## src/rtl/decoder_scan_n.sv

```systemverilog
// Registered N-to-2**N active-low decoder with 74-style enable gate and a prescaled auto-scan mode.
// Defining DEC_DEADTIME_EN blanks y during each scan step cycle (ghosting suppression); requires DIV >= 2.
module decoder_scan_n #(
  parameter int N   = 3,
  parameter int DIV = 4
) (
  input  logic           clk,
  input  logic           rst,
  input  logic           g1,
  input  logic           g2a,
  input  logic           g2b,
  input  logic           mode,
  input  logic [N-1:0]   a,
  input  logic [N-1:0]   last,
  output logic [2**N-1:0] y,
  output logic [N-1:0]   idx,
  output logic           tick
);

  localparam int W  = 2 ** N;
  localparam int CW = (DIV > 1) ? $clog2(DIV) : 1;
  localparam logic [CW-1:0] CNT_LAST = CW'(DIV - 1);
  localparam logic [W-1:0]  ONE_HOT0 = {{(W-1){1'b0}}, 1'b1};

`ifdef DEC_DEADTIME_EN
  localparam bit DEADTIME = 1'b1;
`else
  localparam bit DEADTIME = 1'b0;
`endif

  logic          en;
  logic          mode_q;
  logic [CW-1:0] cnt, cnt_next;
  logic [N-1:0]  idx_next;
  logic          tick_next;
  logic [W-1:0]  y_next;

  assign en = g1 & ~g2a & ~g2b;

  // mode_q lets the first scan edge after leaving direct mode restart the prescaler in place
  always_comb begin
    cnt_next  = cnt;
    idx_next  = idx;
    tick_next = 1'b0;
    if (!mode) begin
      cnt_next = '0;
      idx_next = a;
    end else if (!mode_q) begin
      cnt_next = '0;
    end else if (en) begin
      if (cnt == CNT_LAST) begin
        cnt_next  = '0;
        idx_next  = (idx >= last) ? '0 : idx + 1'b1;
        tick_next = 1'b1;
      end else begin
        cnt_next = cnt + 1'b1;
      end
    end

    y_next = en ? ~(ONE_HOT0 << idx_next) : '1;
    if (DEADTIME && mode && tick_next) begin
      y_next = '1;
    end
  end

  always_ff @(posedge clk) begin
    if (rst) begin
      y      <= '1;
      idx    <= '0;
      tick   <= 1'b0;
      cnt    <= '0;
      mode_q <= 1'b0;
    end else begin
      y      <= y_next;
      idx    <= idx_next;
      tick   <= tick_next;
      cnt    <= cnt_next;
      mode_q <= mode;
    end
  end

endmodule

```

## config.mk

```make
export PLATFORM = sky130hd
export DESIGN_NAME = decoder_scan_n
export DESIGN_NICKNAME = d
export VERILOG_FILES = /design/src/rtl/decoder_scan_n.sv
export SDC_FILE = /design/constraint.sdc
export NUM_CORES = 1
export LEC_CHECK = 0
export BUFFER_PORTS_ARGS = -buffer_cell sky130_fd_sc_hd__buf_2
export CORE_MARGIN = 2
export CORE_UTILIZATION = 30
export CTS_CLUSTER_DIAMETER = 50
export DETAILED_ROUTE_END_ITERATION = 8
export GPL_TIMING_DRIVEN = 0
export HOLD_SLACK_MARGIN = 0.1
export PLACE_DENSITY = 0.54
export SYNTH_ARGS = -nofsm -noshare
export SYNTH_HDL_FRONTEND = slang
export SYNTH_SLANG_ARGS = --single-unit
```

## constraint.sdc

```tcl
create_clock -name clk -period 2.85 [get_ports clk]
set_input_delay 0.4275 -clock clk [delete_from_list [all_inputs] [get_ports clk]]
set_output_delay 0.4275 -clock clk [all_outputs]
set_load 0.02 [all_outputs]
```

; Yosys cells after proc, flatten, opt, wreduce, memory -nomap -nowiden
; Index checks and enable logic that the tools add are counted.
[classes]
add_sub_neg = 2
order_cmp = 1
n_eq_ne = 1
shifts = 1
n_mux = 7
bitwise = 8
reduce_logical = 3
[ops]
columns = cell, n
row1 = 3-bit two-way mux, 5
row2 = 8-bit NOT, 1
row3 = 1-bit by 3-bit left shift with 8-bit output (first input constant), 1
row4 = 1-bit NOT, 5
row5 = 4-bit OR reduction, 1
row6 = 3-bit by 1-bit adder with 3-bit output (second input constant), 1
row7 = 3-bit >= comparator, 1
row8 = 3-bit OR reduction, 1
row9 = 2-bit by 1-bit adder with 2-bit output (second input constant), 1
row10 = 1-bit AND, 2
row11 = 2-bit equality test (second input constant), 1
row12 = 2-bit two-way mux, 1
row13 = 2-bit OR reduction, 1
row14 = 1-bit two-way mux, 1
[totals]
regBits = 15
out_inout_bits = 12
word_cells = 28

; Depth between registers and ports, before layout
; Gate-level depths: netlist (run 1).
[logic_depth]
word_depth = 8
mapped_depth = 7

; Worst setup path before layout (run 1)
; OpenSTA, ideal clock, no wires.
[synth_path]
path_kind = register to register
from = register idx[0]
to = register y[3]
setup_time_ns = 0.133
arrival_time_ns = 1.629
t_required_ns = 2.717
slack_ns = 1.088
stages_incl_launch_ff = 8
path_buffers = 0
period_less_slack_ns = 1.762
path_cell_list = dfxtp_1 inv_1 ha_1 nand2b_1 a31oi_4 nand3_1 o2bb2ai_2 nand4b_1
[synth_between]
elab_chain_len = 8
word_cells_on_any_way = 9
[synth_lines]
columns = item, line
row1 = from (decl), 16  ; output logic [N-1:0] idx,
row2 = from (signal assigned), 75  ; idx <= idx_next;
row3 = 3-bit by 1-bit adder with 3-bit output or 3-bit >= comparator (tied branches), 53  ; idx_next = (idx >= last) ? '0 : idx + 1'b1;
row4 = 3-bit two-way mux, 53
row5 = 3-bit two-way mux, 51  ; if (cnt == CNT_LAST) begin
row6 = 3-bit two-way mux, 50  ; end else if (en) begin
row7 = 3-bit two-way mux *, 48  ; end else if (!mode_q) begin
row8 = 3-bit two-way mux *, 45  ; if (!mode) begin
row9 = 1-bit by 3-bit left shift with 8-bit output *, 60  ; y_next = en ? ~(ONE_HOT0 << idx_next) : '1;
row10 = 8-bit NOT *, 60
row11 = to (signal assigned), 74  ; y <= y_next;
row12 = to (decl), 15  ; output logic [2**N-1:0] y,
; Mark *: on every way between the ends. The rest lies on a longest branch, timed or not.
; A chain may end at the register's enable or synchronous reset.

; Worst setup path in the final report (run 1)
[layout_path]
from = register idx[0]
to = register y[4]
; Same word-level chain as after synthesis.

==> results of run 1 <==
## stage by stage
step / hold WS [ps] / setup slack (ps) / instances / utilization (%) / area, um^2
floorplan: 453 / 1090 / 68 / - / 699
global placement: 483 / 973 / 119 / 38.4 / 850
detailed placement: 495 / 966 / 119 / 38.4 / 850
CTS: 358 / 1060 / 123 / 39.6 / 876
global route: 351 / 911 / 123 / 39.6 / 876
finish: 368 / 1090 / 123 / 39.6 / 876
## routing by layer
layer  wire, um  up-vias  GRT usage (%)
li1           -      297              -
met1        549      261           12.5
met2        607       14           17.7
met3         94        0           5.43
met4          0        0           2.56
met5          0        -              0
## worst max-delay path, stage by stage, from the launching register on
cell and delay, ps:
dfxtp_1 390, inv_1 90, ha_1 270, nand2b_1 170, a31oi_4 220, o2111ai_1 170, a21boi_2 240, nand3_1 90
## area by class of cell
class | instances | share of cell area, %
Sequential cell | 15 | 34.3
Tap cell | 28 | 4.00
Inverter | 5 | 2.14
Timing Repair Buffer | 23 | 13.1
Multi-Input combinational cell | 48 | 43.4
Clock buffer | 4 | 3.00
## kinds of logic (layout without fill, tap and decap cells)
kind of cell	after synthesis	count (layout)
muxes	2	2
and+or+nand+nor	31	31
buffers and inverters	5	32
xor gates and xnor gates	1	1
AOI/OAI and AO/OA	9	9
DFF	15	15
adders and majority gates	5	5
## worst min path at each step
stage                        start                  end  slack, ps
2_1_floorplan    mode_q$_SDFF_PP0_      tick$_SDFF_PP0_        450
3_3_place_gp   cnt[1]$_SDFFE_PP0P_  cnt[1]$_SDFFE_PP0P_        480
3_5_place_dp     mode_q$_SDFF_PP0_      tick$_SDFF_PP0_        500
4_1_cts                        rst    idx[0]$_SDFF_PP0_        360
5_1_grt                        rst    idx[0]$_SDFF_PP0_        350
6_report                       rst    idx[0]$_SDFF_PP0_        370
## flip-flops by register name (all words and copies together) (netlist names)
signal / flops
y: 8
idx: 3
cnt: 2
mode_q: 1
tick: 1
## power groups by stage
stage          combinational [uW]  clock (uW)  sequential, uW
2_1_floorplan                37.5           0             227
3_3_place_gp                 60.9           0             223
3_5_place_dp                 62.0           0             223
4_1_cts                      62.3         122             218
5_1_grt                      68.7         133             219
6_report                     61.3         117             218
## cell usage in the layout (no fill, tap or decap), types with 2 or more instances in the layout
| cell | n |
|---|---|
| clkbuf_4 | 3 |
| inv_1 | 5 |
| nand3b_1 | 2 |
| dfxtp_1 | 15 |
| nand4b_1 | 2 |
| nand2_1 | 4 |
| ha_1 | 5 |
| nand3_1 | 5 |
| mux2i_1 | 2 |
| nor2_1 | 8 |
| nand4_1 | 2 |
| buf_2 | 23 |
==> reports/metrics.cfg, run 1 <==
[power_and_ir_drop]
vdd_ir_drop_max_mv=0.214
power.sequential.fraction_pct=54.9
combPwrFrac_pct=15.5
netSwitchingFraction_pct=25.4
power.static_leakage_uw=0.000363
internal_power_uw=296
net-switching-power_uw=101
clock_power_share_pct=29.6
finalPower_uw=396
p_per_area_nw_per_um2=453

[yosys]
yosys.area.top_type_share_pct=42.9
ys_seq_area_share_pct=42.9
yosys_warnings=0
syn_area_per_cell_um2=10.3
yosys.cell_types.count=28
synth.area.top_cells=dfxtp_1 (43%), ha_1 (8.9%), nor2_1 (4.3%), nand3_1 (3.6%), a31oi_4 (3.0%)
synthTopCellsByCount=dfxtp_1 (15), nor2_1 (8), ha_1 (5), inv_1 (5), nand3_1 (5)
synth.area.mux_share_pct=2.86
synth_top_family_by_area=simple AND/OR/NAND/NOR gates
synth_top_flop_cell=dfxtp_1
synth_edf_count=0
synth-simple-area-share_pct=26.3
mappedNetlistArea_um2=699
yosys.area.top_type=dfxtp_1
synth_fa_ha_area_share_pct=8.94
synth_fp_nets=85
synth_xor_area_share_pct=1.25
postSynthRegisterBits=15
compound_gate_portion_of_the_synthesized_area_pct=15.0
synthMostInstantiatedCell=dfxtp_1
fraction_of_registers_with_async_set_reset_pct=0
synthCells=68

[cts]
ctsHoldBuffers=0
tritoncts.num_buffers=3
cts.htree.levels=1
ctsResizeCount=0
post-cts-setup-buffers=0
clock_sinks=15
cts_tree=built
clk-insertion-delay-late_ps=280
path_clk_slew_ps=90
clock-root-buffer=clkbuf_4
clock_tree.buffer_depth=2

[layout]
flip_flop_and_latch_area_um2=300
layout-area-overhead-vs-synth_pct=25.2
antenna_cells_inserted=0
multiInputGateArea_um2=380
final_net_count=113
filler_cell_count=240
post_route_cells_drive_above_1_share_pct=37.9

[routing]
post-route-drc-count=0
post_drt_wl_per_cell_um=10.2
routed_wire_length_um=1250
drt_iter0_drc=3
vias_per_cell=4.65
routed-via-count=572
detail-route-antenna-nets=0
detailedRoute.firstPassIterationCount=4

[setup_path]
ff2ff_setup_slack_ps=1090
reg2regPathDepth=7
worstPathArrival_ps=1920
worstSetupEndpointType=register
worst-path-max-fanout=4
timing_worst_setup_path_type=reg -> reg
critPathLaunch=idx[0]$_SDFF_PP0_
worst_setup_path_endpoint=y[4]$_SDFF_PP1_
rr_startpoint=idx[0]$_SDFF_PP0_
crit-reg2reg-capture=y[4]$_SDFF_PP1_
cp-start-kind=register
worstPathRequired_ps=3000

[timing]
rsz_0062_raised_after_global_routing=no
worst_slew_pin_slew_ps=355
setup-violations-final=0
min_period_ps=1760
fmaxAchievable_ghz=0.568
clk_skew_ps=5.45
timing.final.max_slew_violations=0
hold_viol=0
slew_headroom_pct=76.2
aggregate_negative_setup_slack_ps=0
timing.final.crit_share_pct=61.8

[grt]
gr-total-overflow=0
grt_pass1_vias=522
grt_antenna_before_repair=0
grt_first_pass_wirelength_um=2150
grt_max_degree=10
grt_use_total_pct=10.8

[flow_run]
max_cap_viol_count=0

[floorplan]
die_x_um=52.3
ioPinCount=24
core_um2=2210
core.rowCount=17
dieArea_um2=2730
initial_core_util_pct=31.6
fp.dieH_um=52.3

[hold_path]
holdPathStages=2
timing.hold.worst.class=in -> reg

[placed_design]
gp_routability_congestion=0.705
post_dp_hpwl_um=1030
portBuffers=23

[outcome]
run_status=finished clean

Power figures use the tool's default switching activity.
==> inputs of run 2 (changes only) <==
- clock period: 2.85 -> 1.65 ns (I/O delays scaled with it)
==> reports/metrics.cfg, run 2 (synthesis gave the netlist of run 1 again) <==
[outcome]
run_status=finished clean

[setup_path]
worstSetupEndpointType=register
worst_setup_path_endpoint=y[1]$_SDFF_PP1_
largest_incremental_delay_on_the_critical_path_ps=390  ; about the same
timing_worst_setup_path_type=reg -> reg
rr_startpoint=idx[2]$_SDFF_PP0_
crit_path_cell_trace=ha_4, a21o_1, a31oi_4, nand3_2, a31oi_4, nand4_1
worstPathRequired_ps=1800  ; -1200 ps
crit-reg2reg-capture=y[1]$_SDFF_PP1_
reg2regPathDepth=6  ; -1
worst-path-max-fanout=4  ; unchanged
worstPathArrival_ps=1720  ; -200 ps
ff2ff_setup_slack_ps=80  ; -1010 ps
critical-path-slowest-cell=dfxtp_4
critPathLaunch=idx[2]$_SDFF_PP0_
path_common_cell=a31oi_4
cp-start-kind=register

[timing]
hold_viol=0  ; unchanged
timing.final.max_slew_violations=0  ; unchanged
slew_headroom_pct=73.2  ; -3.0 points
holdWs_ps=177  ; -191 ps
min_period_ps=1570  ; -193 ps
setup-violations-final=0  ; unchanged
clk_skew_ps=3.93  ; -1.52 ps
worst_slew_pin_slew_ps=402  ; +46.5 ps
rsz_0062_raised_after_global_routing=yes
timing.final.crit_share_pct=95.1  ; +33 points
fmaxAchievable_ghz=0.637  ; +12%

[routing]
detail-route-antenna-nets=0  ; unchanged
routed_wire_length_um=1490  ; +19%
routed-via-count=598  ; +4.5%
drt_iter0_drc=6  ; +3
vias_per_cell=4.75  ; +2.1%
post_drt_wl_per_cell_um=11.8  ; +16%
detailedRoute.firstPassIterationCount=4  ; unchanged
post-route-drc-count=0  ; unchanged

[floorplan]
dieArea_um2=2730  ; unchanged
ioPinCount=24  ; unchanged
core.rowCount=17  ; unchanged
core_um2=2210  ; unchanged
initial_core_util_pct=31.6  ; unchanged
fp.dieH_um=52.3  ; unchanged
die_x_um=52.3  ; unchanged

[cts]
cts.htree.levels=1  ; unchanged
ctsHoldBuffers=0  ; unchanged
cts_tree=built
clock-root-buffer=clkbuf_4
clock_sinks=15  ; unchanged
path_clk_slew_ps=90  ; about the same
clk-insertion-delay-late_ps=280  ; about the same
clock_tree.buffer_depth=2  ; unchanged
tritoncts.num_buffers=3  ; unchanged

[placed_design]
portBuffers=23  ; unchanged
gp_routability_congestion=0.745  ; +5.6%
cell_area_after_placement_um2=855  ; +0.59%
post_dp_hpwl_um=1060  ; +3.4%

[layout]
final_cell_mix=buf_2 (23), dfxtp_1 (13), nor2_1 (8)
largest_register_ffs=8  ; unchanged
layout.cells.most_common=buf_2
layout.cell_area.non_filler_um2=971  ; +11%
post_route_cells_drive_above_1_share_pct=48.0  ; +10 points
final_net_count=116  ; +2.7%
antenna_cells_inserted=0  ; unchanged
layout-area-overhead-vs-synth_pct=38.8
largest_registers=y: 8 flops, idx: 3 flops, cnt: 2 flops
top_register=y

[power_and_ir_drop]
vdd_ir_drop_max_mv=0.530  ; +150%
power.static_leakage_uw=0.000389  ; +7.3%
p_per_area_nw_per_um2=740  ; +63%

[grt]
gr-total-overflow=0  ; unchanged
grt_max_degree=10  ; unchanged
grt_antenna_before_repair=0  ; unchanged
grt_pass1_vias=529  ; +1.3%
grt_use_total_pct=12.1  ; +1.3 points
grt_first_pass_wirelength_um=2360  ; +10%

[flow_run]
max_cap_viol_count=0  ; unchanged

[hold_path]
timing.hold.worst.class=in -> reg
hold_path_startpoint=rst

[run 2: through the flow]
step | setup TNS (ps) | utilization [%] | total power (uW) | setup slack (ps) | cells
global route | -148 | 43.9 | 756 | -46.6 | 126
detailed placement | -500 | 38.6 | 493 | -80.3 | 119
finish | 0 | 43.9 | 718 | 81.1 | 126
CTS | 0 | 42.8 | 713 | 20.0 | 124
global placement | -316 | 38.6 | 491 | -52.6 | 119
floorplan | 0 | - | 456 | 20.6 | 68
[run 2: layout make-up]
type / count / area [um^2]
fill: 242 / 1240
multi-input combinational: 48 / 445
sequential: 15 / 308
timing repair buffer: 26 / 138
tap: 28 / 35.0
clock buffer: 4 / 26.3
inverter: 5 / 18.8
[run 2: worst min-delay path by stage]
stage,cells after the start,slack [ps],endpoint
floorplan,1,310,idx[0]$_SDFF_PP0_
global placement,2,470,idx[0]$_SDFF_PP0_
detailed placement,2,470,idx[0]$_SDFF_PP0_
CTS,2,180,idx[0]$_SDFF_PP0_
global route,2,170,idx[0]$_SDFF_PP0_
finish,2,180,idx[0]$_SDFF_PP0_
[run 2: repair_timing]
action	CTS	global route
resized for setup	8	1
pin swaps	4	10
buffers inserted	1	2
setup endpoints to repair	8	8
[run 2: worst max-delay path, delay by kind of cell, from the launching register on]
kind,cells,cell delay [ps]
AO/OA/AOI/OAI,3,610
adder cells (fa/ha/maj),1,200
AND/OR/NAND/NOR,2,250
flip-flops,1,390
[run 2: routing by layer]
layer	wire (um)	GRT usage, %
met3	81	5.71
met4	12	3.85
met2	716	17.9
met1	680	15.3
met5	0	0
[run 2: power breakdown]
group | internal, uW | switching [uW] | total (uW)
combinational | 66.6 | 71.1 | 138
sequential | 368 | 7.62 | 376
clock | 93.7 | 111 | 205
total | 529 | 190 | 718
